## src/rtl/branch_pc_sequencer_pkg.sv

```systemverilog
// Shared definitions for the branch PC sequencer.
// Holds the FSM state encoding, the instruction field bounds,
// the default branch opcode and the C2 sign-extension helper.
package branch_pc_sequencer_pkg;

  // Sequencer states.
  // A conditional branch always walks the full ring:
  // IDLE -> STROBE -> SETTLE -> RESOLVE -> IDLE.
  typedef enum logic [1:0] {
    ST_IDLE    = 2'd0,
    ST_STROBE  = 2'd1,
    ST_SETTLE  = 2'd2,
    ST_RESOLVE = 2'd3
  } seq_state_e;

  // Opcode field of the instruction register.
  localparam int OPC_HI = 31;
  localparam int OPC_LO = 27;
  localparam int OPC_W  = OPC_HI - OPC_LO + 1;

  // C2 branch offset field of the instruction register.
  // Bit 18 is the sign bit.
  localparam int C2_HI = 18;
  localparam int C2_LO = 0;
  localparam int C2_W  = C2_HI - C2_LO + 1;

  // Opcode that identifies a conditional branch.
  localparam logic [OPC_W-1:0] BR_OPCODE_DEFAULT = 5'b10010;

  // Settle counter width.
  // It covers the full 1..7 range of CON_SETTLE.
  localparam int SETTLE_CNT_W = 3;

  // Sign-extend a C2 offset to 64 bits.
  // The caller truncates the result to the PC width it needs.
  function automatic logic [63:0] sext_c2(input logic [C2_W-1:0] c2);
    return {{(64 - C2_W){c2[C2_W-1]}}, c2};
  endfunction

endpackage

```

## src/rtl/branch_pc_sequencer_if.sv

```systemverilog
// Control-unit / CON flip-flop interface of the branch PC sequencer.
// The master side drives requests and the CON flip-flop result.
// The slave side (the sequencer) returns the PC and the branch status.
interface branch_pc_sequencer_if #(
  parameter int PC_W = 32
);

  // Requests towards the sequencer.
  logic            start;
  logic [31:0]     instruction;
  logic            con_in;
  logic            pc_inc;
  logic            pc_load;
  logic [PC_W-1:0] pc_load_value;

  // Responses from the sequencer.
  logic            con_strobe;
  logic [PC_W-1:0] pc_out;
  logic            busy;
  logic            done;
  logic            taken;

  modport master (
    output start,
    output instruction,
    output con_in,
    output pc_inc,
    output pc_load,
    output pc_load_value,
    input  con_strobe,
    input  pc_out,
    input  busy,
    input  done,
    input  taken
  );

  modport slave (
    input  start,
    input  instruction,
    input  con_in,
    input  pc_inc,
    input  pc_load,
    input  pc_load_value,
    output con_strobe,
    output pc_out,
    output busy,
    output done,
    output taken
  );

endinterface

```

## src/rtl/branch_pc_sequencer_pc_reg.sv

```systemverilog
// Program counter register.
// Update priority is absolute load, then relative add, then increment.
// All arithmetic wraps modulo 2^PC_W.
module branch_pc_sequencer_pc_reg
  import branch_pc_sequencer_pkg::*;
#(
  parameter int              PC_W     = 32,
  parameter logic [PC_W-1:0] RESET_PC = '0
) (
  input  logic            clk,
  input  logic            rst_n,
  input  logic            load,
  input  logic            inc,
  input  logic            add_en,
  input  logic [PC_W-1:0] load_value,
  input  logic [PC_W-1:0] add_value,
  output logic [PC_W-1:0] pc
);

  logic [PC_W-1:0] pc_q;
  logic [PC_W-1:0] pc_d;

  // Next-PC selection: load beats add, and add beats increment.
  always_comb begin
    pc_d = pc_q;
    if (load) begin
      pc_d = load_value;
    end else if (add_en) begin
      pc_d = pc_q + add_value;
    end else if (inc) begin
      pc_d = pc_q + PC_W'(1);
    end
  end

  // PC storage; reset returns to the boot address.
  always_ff @(posedge clk or negedge rst_n) begin
    if (!rst_n) begin
      pc_q <= RESET_PC;
    end else begin
      pc_q <= pc_d;
    end
  end

  assign pc = pc_q;

endmodule

```

## src/rtl/branch_pc_sequencer.sv

```systemverilog
// Branch PC sequencer.
// It owns the program counter. For a conditional branch it pulses the CON
// flip-flop enable, waits CON_SETTLE cycles, then samples the CON result.
// When the branch is taken it adds the sign-extended C2 offset to the PC.
// Outside a branch it services the fetch-increment and absolute-load requests.
module branch_pc_sequencer
  import branch_pc_sequencer_pkg::*;
#(
  parameter int               PC_W       = 32,
  parameter logic [PC_W-1:0]  RESET_PC   = '0,
  parameter logic [OPC_W-1:0] BR_OPCODE  = BR_OPCODE_DEFAULT,
  parameter int               CON_SETTLE = 1
) (
  input  logic                  clk,
  input  logic                  reset,   // asynchronous, active low
  branch_pc_sequencer_if.slave  bus
);

  // The counter counts down to zero, so CON_SETTLE cycles are spent in SETTLE.
  localparam logic [SETTLE_CNT_W-1:0] SETTLE_INIT = SETTLE_CNT_W'(CON_SETTLE - 1);

  seq_state_e              state_q;
  seq_state_e              state_d;
  logic [SETTLE_CNT_W-1:0] settle_cnt_q;
  logic [SETTLE_CNT_W-1:0] settle_cnt_d;
  logic [PC_W-1:0]         offset_q;
  logic [PC_W-1:0]         offset_d;
  logic                    taken_q;
  logic                    taken_d;

  logic                    br_hit;
  logic                    pc_load_en;
  logic                    pc_inc_en;
  logic                    pc_add_en;
  logic [PC_W-1:0]         pc_value;

  logic                    strobe_o;
  logic                    busy_o;
  logic                    done_o;
  logic                    taken_o;

  // A start pulse only counts as a branch when the opcode field matches.
  assign br_hit = bus.start && (bus.instruction[OPC_HI:OPC_LO] == BR_OPCODE);

  // Next-state logic, output decode and PC request gating for the branch FSM.
  always_comb begin
    state_d      = state_q;
    settle_cnt_d = settle_cnt_q;
    offset_d     = offset_q;
    taken_d      = taken_q;
    pc_load_en   = 1'b0;
    pc_inc_en    = 1'b0;
    pc_add_en    = 1'b0;
    strobe_o     = 1'b0;
    busy_o       = 1'b1;
    done_o       = 1'b0;
    taken_o      = taken_q;

    case (state_q)
      ST_IDLE: begin
        busy_o     = 1'b0;
        // Fetch and jump requests land in the same cycle as a branch start.
        // The later offset add therefore sees the updated PC.
        pc_load_en = bus.pc_load;
        pc_inc_en  = bus.pc_inc;
        if (br_hit) begin
          // Latch the offset now; later IR changes must not affect this branch.
          offset_d = PC_W'(sext_c2(bus.instruction[C2_HI:C2_LO]));
          state_d  = ST_STROBE;
        end
      end

      ST_STROBE: begin
        strobe_o     = 1'b1;
        settle_cnt_d = SETTLE_INIT;
        state_d      = ST_SETTLE;
      end

      ST_SETTLE: begin
        if (settle_cnt_q == '0) begin
          state_d = ST_RESOLVE;
        end else begin
          settle_cnt_d = settle_cnt_q - SETTLE_CNT_W'(1);
        end
      end

      ST_RESOLVE: begin
        // taken follows con_in here so that it is valid together with done.
        // It then holds this value until the next resolve.
        done_o    = 1'b1;
        taken_o   = bus.con_in;
        taken_d   = bus.con_in;
        pc_add_en = bus.con_in;
        state_d   = ST_IDLE;
      end

      default: begin
        state_d = ST_IDLE;
      end
    endcase
  end

  // FSM, settle counter, latched offset and taken flag registers.
  always_ff @(posedge clk or negedge reset) begin
    if (!reset) begin
      state_q      <= ST_IDLE;
      settle_cnt_q <= '0;
      offset_q     <= '0;
      taken_q      <= 1'b0;
    end else begin
      state_q      <= state_d;
      settle_cnt_q <= settle_cnt_d;
      offset_q     <= offset_d;
      taken_q      <= taken_d;
    end
  end

  branch_pc_sequencer_pc_reg #(
    .PC_W     (PC_W),
    .RESET_PC (RESET_PC)
  ) u_pc_reg (
    .clk        (clk),
    .rst_n      (reset),
    .load       (pc_load_en),
    .inc        (pc_inc_en),
    .add_en     (pc_add_en),
    .load_value (bus.pc_load_value),
    .add_value  (offset_q),
    .pc         (pc_value)
  );

  assign bus.con_strobe = strobe_o;
  assign bus.pc_out     = pc_value;
  assign bus.busy       = busy_o;
  assign bus.done       = done_o;
  assign bus.taken      = taken_o;

endmodule

```

## src/flat_wrapper.sv

```systemverilog
// flat-port wrapper written by rule: the top's interface ports become plain ports
module branch_pc_sequencer_flat import branch_pc_sequencer_pkg::*;
#(
  parameter int               PC_W       = 32,
  parameter logic [PC_W-1:0]  RESET_PC   = '0,
  parameter logic [OPC_W-1:0] BR_OPCODE  = BR_OPCODE_DEFAULT,
  parameter int               CON_SETTLE = 1
)
  (clk, reset, bus_start, bus_instruction, bus_con_in, bus_pc_inc, bus_pc_load, bus_pc_load_value, bus_con_strobe, bus_pc_out, bus_busy, bus_done, bus_taken);
  branch_pc_sequencer_if #(.PC_W(PC_W)) bus_i ();
  input  logic clk;
  input  logic reset;
  input wire logic [$bits(bus_i.start)-1:0] bus_start;
  input wire logic [$bits(bus_i.instruction)-1:0] bus_instruction;
  input wire logic [$bits(bus_i.con_in)-1:0] bus_con_in;
  input wire logic [$bits(bus_i.pc_inc)-1:0] bus_pc_inc;
  input wire logic [$bits(bus_i.pc_load)-1:0] bus_pc_load;
  input wire logic [$bits(bus_i.pc_load_value)-1:0] bus_pc_load_value;
  output wire logic [$bits(bus_i.con_strobe)-1:0] bus_con_strobe;
  output wire logic [$bits(bus_i.pc_out)-1:0] bus_pc_out;
  output wire logic [$bits(bus_i.busy)-1:0] bus_busy;
  output wire logic [$bits(bus_i.done)-1:0] bus_done;
  output wire logic [$bits(bus_i.taken)-1:0] bus_taken;
  assign bus_i.start = bus_start;
  assign bus_i.instruction = bus_instruction;
  assign bus_i.con_in = bus_con_in;
  assign bus_i.pc_inc = bus_pc_inc;
  assign bus_i.pc_load = bus_pc_load;
  assign bus_i.pc_load_value = bus_pc_load_value;
  assign bus_con_strobe = bus_i.con_strobe;
  assign bus_pc_out = bus_i.pc_out;
  assign bus_busy = bus_i.busy;
  assign bus_done = bus_i.done;
  assign bus_taken = bus_i.taken;
  branch_pc_sequencer #(.PC_W(PC_W), .RESET_PC(RESET_PC), .BR_OPCODE(BR_OPCODE), .CON_SETTLE(CON_SETTLE)) u_core (.clk(clk), .reset(reset), .bus(bus_i));
endmodule
```

## config.mk

```make
export PLATFORM = sky130hd
export DESIGN_NAME = branch_pc_sequencer_flat
export DESIGN_NICKNAME = d
export VERILOG_FILES = /design/src/rtl/branch_pc_sequencer_pkg.sv /design/src/rtl/branch_pc_sequencer_if.sv /design/src/rtl/branch_pc_sequencer_pc_reg.sv /design/src/rtl/branch_pc_sequencer.sv /design/src/flat_wrapper.sv
export SDC_FILE = /design/constraint.sdc
export NUM_CORES = 1
export LEC_CHECK = 0
export BUFFER_PORTS_ARGS = -buffer_cell sky130_fd_sc_hd__buf_2
export CAP_MARGIN = 20
export CELL_PAD_IN_SITES_DETAIL_PLACEMENT = 1
export CELL_PAD_IN_SITES_GLOBAL_PLACEMENT = 1
export CORE_MARGIN = 5
export CORE_UTILIZATION = 43
export DETAILED_ROUTE_END_ITERATION = 7
export GPL_TIMING_DRIVEN = 0
export PLACE_DENSITY_LB_ADDON = 0.2
export SLEW_MARGIN = 40
export SYNTH_ARGS = -nofsm -noshare
export SYNTH_HDL_FRONTEND = slang
export SYNTH_SLANG_ARGS = --single-unit
```

## constraint.sdc

```tcl
create_clock -name clk -period 10.5 [get_ports clk]
set_input_delay 1.575 -clock clk [delete_from_list [all_inputs] [get_ports clk]]
set_output_delay 1.575 -clock clk [all_outputs]
set_load 0.05 [all_outputs]
```

==> results.yml, run 1 <==
status:
  status: "complete, no violations"
global_routing:
  grt_start_max_net_pins: 58
  grt_pass1_wl_um: 23400
  track_usage: 0.252
  grt_pass1_vias: 4689
  grt.overflow.total: 0
  antenna_found_initial: 0
job:
  cap_violations: 0
timing:
  setup_viol: 0
  maxSlewViolCount: 0
  finalHoldViolCount: 0
  worst_pin_slew_ps: 761
  finalCritPeriodShare: 0.476
  fin_tns_setup_ps: 0
  max_freq_ghz: 0.200
  rsz0062_at_grt: "false"
  finalClockSkew_ps: 8.53
  hold_ws_ps: 498
  period_needed_ps: 4990
  relSlewSlack: 0.492
power_and_ir_drop:
  finalPower_mw: 1.47
  powerDensity_mw_per_mm2: 287
  p_leak_nw: 2.48
  ir_worst_vdd_mv: 0.155
cells_and_area:
  diodes: 0
  area_delta_synth_final_pct: 19.4
  final_net_count: 701
  drive_above_1_share: 0.246
  fin_cells: 743
  utilization: 0.525
drt:
  vias_per_cell: 5.78
  wire_per_inst_um: 19.4
  antenna_left: 0
  wl_um: 14400
  first_iter_violations: 169
  vias: 4298
  drc: 0
  drtPass1Iterations: 4
logic_synthesis:
  synthMuxAreaShare: 0.0786
  synthFlopType: "dfrtp_1"
  synth_compound_area_frac: 0.216
  yosysWarningCount: 0
  synth_xor_area_frac: 0.0348
  avgSynthCellArea_um2: 8.61
  synth-adder-area-share: 0.0801
  synth_cell_types: 59
  syn_inst: 497
  synthArstFlopShare: 1.00
  syn-num-nets: 593
  synthSimpleGateAreaFrac: 0.211
  synth_top_family_by_area: "compound AO/OA/AOI/OAI gates"
  synth_seq_area_share: 0.333
  ys_seq_elements: 57
  synth_edf_count: 0
  synth_area_mm2: 0.00428
cts:
  cts.sinks: 57
  postCtsHoldBufs: 0
  numCtsBuffers: 9
  cts_resized: 0
  path_clk_slew_ps: 70
  cts_tree: "done"
  cts_setup_buffers: 0
  clk_latency_ps: 350
  cts.root.buffer_cell: "clkbuf_8"
  cts.path.max_buffers: 2
  cts_max_level: 3
floorplan:
  die_h_um: 110
  core_mm2: 0.00973
  core.rowCount: 36
  die_w_um: 110
  io_pins: 106
  dieArea_mm2: 0.0120
  initial_core_util: 0.440
worst_hold_path:
  hp-class: "register to register"
  worstHoldPathCells: 1
place:
  placed_cells: 727
  globalplace.congestion: 0.916
  hpwlAfterDp_um: 10700
  portBuffers: 97
worst_setup_path:
  crit_type: "primary input to register"
  r2r_cells: 14
  path_max_fanout: 10
  start_kind: "primary input"
  critPathArrivalTime_ps: 5270
  required_ps: 10780
  crit_path_end_kind: "register"
==> path summary, 6_finish.rpt <==
path,from,end,slack [ps]
worst min register to register,u_core.settle_cnt_q[0],u_core.settle_cnt_q[0],500
worst max-delay path,bus_con_in,u_core.u_pc_reg.pc[24],5510
max in group asynchronous,reset,u_core.offset_q[7],8920
worst max register to register,u_core.state_q[1],u_core.u_pc_reg.pc[24],6160
worst min-delay path,u_core.settle_cnt_q[0],u_core.settle_cnt_q[0],500
min in group asynchronous,reset,u_core.u_pc_reg.pc[27],1190
==> critical path: stages <==
cell and delay (ps):
buf_2 90, clkbuf_1 370, nand2_1 250, or2_2 340, ha_1 210, fa_1 410
a21oi_1 240, o211ai_1 120, o211ai_1 150, a31oi_1 250, nor2_1 420, mux2_2 410
a211o_1 300, a21oi_1 120
==> synthesized netlist by cell type (2+ instances only) <==
library cell | n | area share
nand3b_1 | 3 | 0.0053
mux2i_1 | 10 | 0.023
xnor2_1 | 10 | 0.020
o21a_1 | 5 | 0.0088
xor2_1 | 7 | 0.014
nand4_1 | 8 | 0.012
buf_2 | 2 | 0.0023
a21oi_1 | 31 | 0.036
or3_1 | 7 | 0.010
a31oi_1 | 8 | 0.012
clkbuf_2 | 2 | 0.0023
ha_1 | 25 | 0.073
nand3_1 | 12 | 0.014
nor2b_1 | 2 | 0.0029
o21ai_0 | 26 | 0.030
mux2_2 | 21 | 0.055
a22oi_1 | 10 | 0.018
and3_1 | 26 | 0.038
nand2_1 | 55 | 0.048
nor2_1 | 39 | 0.034
nor4b_1 | 3 | 0.0061
o211ai_1 | 7 | 0.012
a211oi_1 | 5 | 0.0088
a311oi_1 | 2 | 0.0041
o2bb2ai_1 | 5 | 0.010
dfrtp_1 | 57 | 0.33
buf_4 | 3 | 0.0053
nor3_1 | 14 | 0.016
o22ai_1 | 12 | 0.018
nor3_2 | 2 | 0.0047
and4_1 | 2 | 0.0041
a211o_1 | 2 | 0.0041
inv_1 | 12 | 0.011
and2_1 | 4 | 0.0058
a21o_1 | 10 | 0.018
clkbuf_1 | 25 | 0.022
==> where the power goes <==
| part | internal [mW] | switching, mW |
|---|---|---|
| combinational | 0.279 | 0.637 |
| clock | 0.0975 | 0.0947 |
| sequential | 0.296 | 0.0656 |
==> sequential cells by signal (all words and copies together), names as in the netlist <==
name / count
u_core.offset_q: 19
u_core.taken_q: 1
u_core.u_pc_reg.pc: 32
u_core.state_q: 2
u_core.settle_cnt_q: 3
==> layout make-up <==
| cell class | count | area (µm²) |
|---|---|---|
| Fill cell | 1244 | 4620 |
| Multi-Input combinational cell | 394 | 2660 |
| Sequential cell | 57 | 1430 |
| Timing Repair Buffer | 97 | 492 |
| Tap cell | 133 | 166 |
| Clock buffer | 13 | 159 |
| Buffer | 34 | 151 |
| Inverter | 12 | 45.0 |
| Clock inverter | 3 | 15.0 |
==> cells in the final DEF, fill, tap and decap left out, types with 4 or more instances in the layout <==
cell       synthesis  final
o211ai_1           7      7
a211oi_1           5      5
mux2_2            21     21
xnor2_1           10     10
a22oi_1           10     10
a21oi_1           31     31
mux2i_1           10     10
buf_2              2     98
and3_1            26     26
a21o_1            10     10
clkbuf_1          25     27
inv_1             12     12
nand3_1           12     12
clkbuf_8           0     11
or3_1              7      7
o2bb2ai_1          5      5
o21a_1             5      5
nor2_1            39     39
and2_1             4      4
dfrtp_1           57     57
nor3_1            14     14
o21ai_0           26     26
xor2_1             7      7
a31oi_1            8      8
ha_1              25     25
o22ai_1           12     12
nand2_1           55     55
nand4_1            8      8
==> per-stage QoR <==
stage               setup slack, ps  instance area, µm²
floorplan                      6070                4280
global placement               5340                4930
detailed placement             5230                4930
CTS                            5590                5110
global route                   5300                5110
finish                         5510                5110
==> logic make-up (layout without fill, tap and decap cells) <==
logic type	count (synthesis)	count (layout)
muxes	31	31
buffers and inverters	46	159
adders and majority gates	27	27
and+or+nand+nor	182	182
DFF	57	57
AOI/OAI and AO/OA	137	137
xor gates and xnor gates	17	17
==> per-layer routing <==
| metal | track usage | wire (µm) |
|---|---|---|
| met4 | 0.0953 | 392 |
| met5 | 0 | 0 |
| met3 | 0.0417 | 744 |
| met1 | 0.309 | 6060 |
| met2 | 0.441 | 7180 |
(Power assumes the default switching activity.)
==> run 2, diff against run 1 <==
Settings changed: CORE_UTILIZATION 43 to 40.
Clock period 10.5 ns to 4.8 ns, I/O delays scaled along.
==> results.yml, run 2 (synthesis gave the netlist of run 1 again) <==
cells_and_area:
  final_common_cell: "buf_2"
  drive_above_1_share: 0.244
  largest_reg_flops: 32
  final_net_count: 701
  area_delta_synth_final_pct: 19.9
  layout_common_cells: "buf_2 (98), dfrtp_1 (57), nand2_1 (55)"
  diodes: 0
global_routing:
  grt_pass1_vias: 4532
  grt_start_max_net_pins: 58
  grt_pass1_wl_um: 23000
  track_usage: 0.225
  antenna_found_initial: 0
  grt.overflow.total: 0
worst_setup_path:
  reg2reg_slack_ps: 560
  r2r_end: "u_core.u_pc_reg.pc[24]"
  required_ps: 5080
  crit_type: "register to register"
  critPathArrivalTime_ps: 4520
  path_max_fanout: 10
  crit_path_end_kind: "register"
  start_kind: "register"
  crit-reg2reg-launch: "u_core.state_q[1]"
  r2r_cells: 14
cts:
  path_clk_slew_ps: 70
  cts_resized: 0
  cts.sinks: 57
  clk_latency_ps: 350
  cts_setup_buffers: 0
  cts.root.buffer_cell: "clkbuf_8"
  cts_max_level: 3
  cts.path.max_buffers: 2
  numCtsBuffers: 9
  cts_tree: "done"
  postCtsHoldBufs: 0
drt:
  vias_per_cell: 5.66
  vias: 4224
  antenna_left: 0
  wl_met1_um: 6060
  wl_um: 14100
  drc: 0
  first_iter_violations: 180
  wl_met3_um: 627
  wire_per_inst_um: 19.0
  drtPass1Iterations: 4
  dr_wl_met2_um: 7200
  dr.max_layer_used: "met4"
floorplan:
  initial_core_util: 0.413
  core.rowCount: 37
  die_h_um: 113
  die_w_um: 113
  dieArea_mm2: 0.0129
  io_pins: 106
  core_mm2: 0.0104
place:
  globalplace.congestion: 0.910
  hpwlAfterDp_um: 10800
  portBuffers: 97
  place_ws_ps: 377
timing:
  finalClockSkew_ps: 11.0
  maxSlewViolCount: 0
  max_freq_ghz: 0.236
  worst_pin_slew_ps: 682
  finalHoldViolCount: 0
  finalCritPeriodShare: 0.883
  fin_tns_setup_ps: 0
  fin_ws_ps: 560
  setup_viol: 0
  relSlewSlack: 0.544
  period_needed_ps: 4240
  rsz0062_at_grt: "false"
job:
  cap_violations: 0
worst_hold_path:
  hp-class: "primary input to async pin"
power_and_ir_drop:
  ir_worst_vdd_mv: 0.293
  powerDensity_mw_per_mm2: 632
  p_leak_nw: 2.49
status:
  status: "complete, no violations"
run 2: layout make-up:
cell class / count / area (µm²)
fillers: 1318 / 5240
flip-flops and latches: 57 / 1430
plain buffers: 34 / 151
repair buffers: 97 / 492
inverters: 12 / 45.0
multi-input cells: 394 / 2660
clock buffers: 13 / 149
well taps: 136 / 170
clock inverters: 3 / 40.0
run 2: how the worst max path moves through the flow:
stage	startpoint	endpoint	slack (ps)	depth (start not counted)
final	u_core.state_q[1]	u_core.u_pc_reg.pc[24]	560	14
after global routing	u_core.state_q[1]	u_core.u_pc_reg.pc[20]	250	14
after CTS	u_core.state_q[1]	u_core.u_pc_reg.pc[24]	550	14
after detailed placement	bus_con_in	u_core.u_pc_reg.pc[24]	380	14
after global placement	bus_con_in	u_core.u_pc_reg.pc[24]	510	14
after floorplan	u_core.state_q[1]	u_core.u_pc_reg.pc[24]	1010	14
run 2: critical path: stages, from the launching register on:
cell	delay (ps)
dfrtp_1	390
ha_1	230
clkbuf_1	420
nand2_1	180
or2_2	320
ha_1	220
fa_1	410
a21oi_1	240
o211ai_1	120
o211ai_1	160
a31oi_1	250
nor2_1	430
mux2_2	400
a211o_1	290
a21oi_1	130
run 2: power by group:
| part | internal, mW | switching [mW] |
|---|---|---|
| Clock | 0.253 | 0.211 |
| Sequential | 0.648 | 0.144 |
| Combinational | 0.610 | 1.38 |
| Total | 1.51 | 1.73 |
run 2: per-layer routing:
layer | vias up | GRT usage
met5 | - | 0
met4 | 0 | 0.0673
met3 | 19 | 0.0483
met2 | 88 | 0.392
met1 | 2083 | 0.280
li1 | 2034 | -
run 2: stage by stage:
step	utilization	total power [mW]	cell area, µm²	hold slack [ps]	std cells
2_1_floorplan	-	2.23	4280	424	497
3_3_place_gp	0.476	2.71	4940	469	730
3_5_place_dp	0.476	2.78	4940	486	730
4_1_cts	0.494	3.26	5130	468	746
5_1_grt	0.495	3.47	5130	381	746
6_report	0.495	3.24	5130	331	746
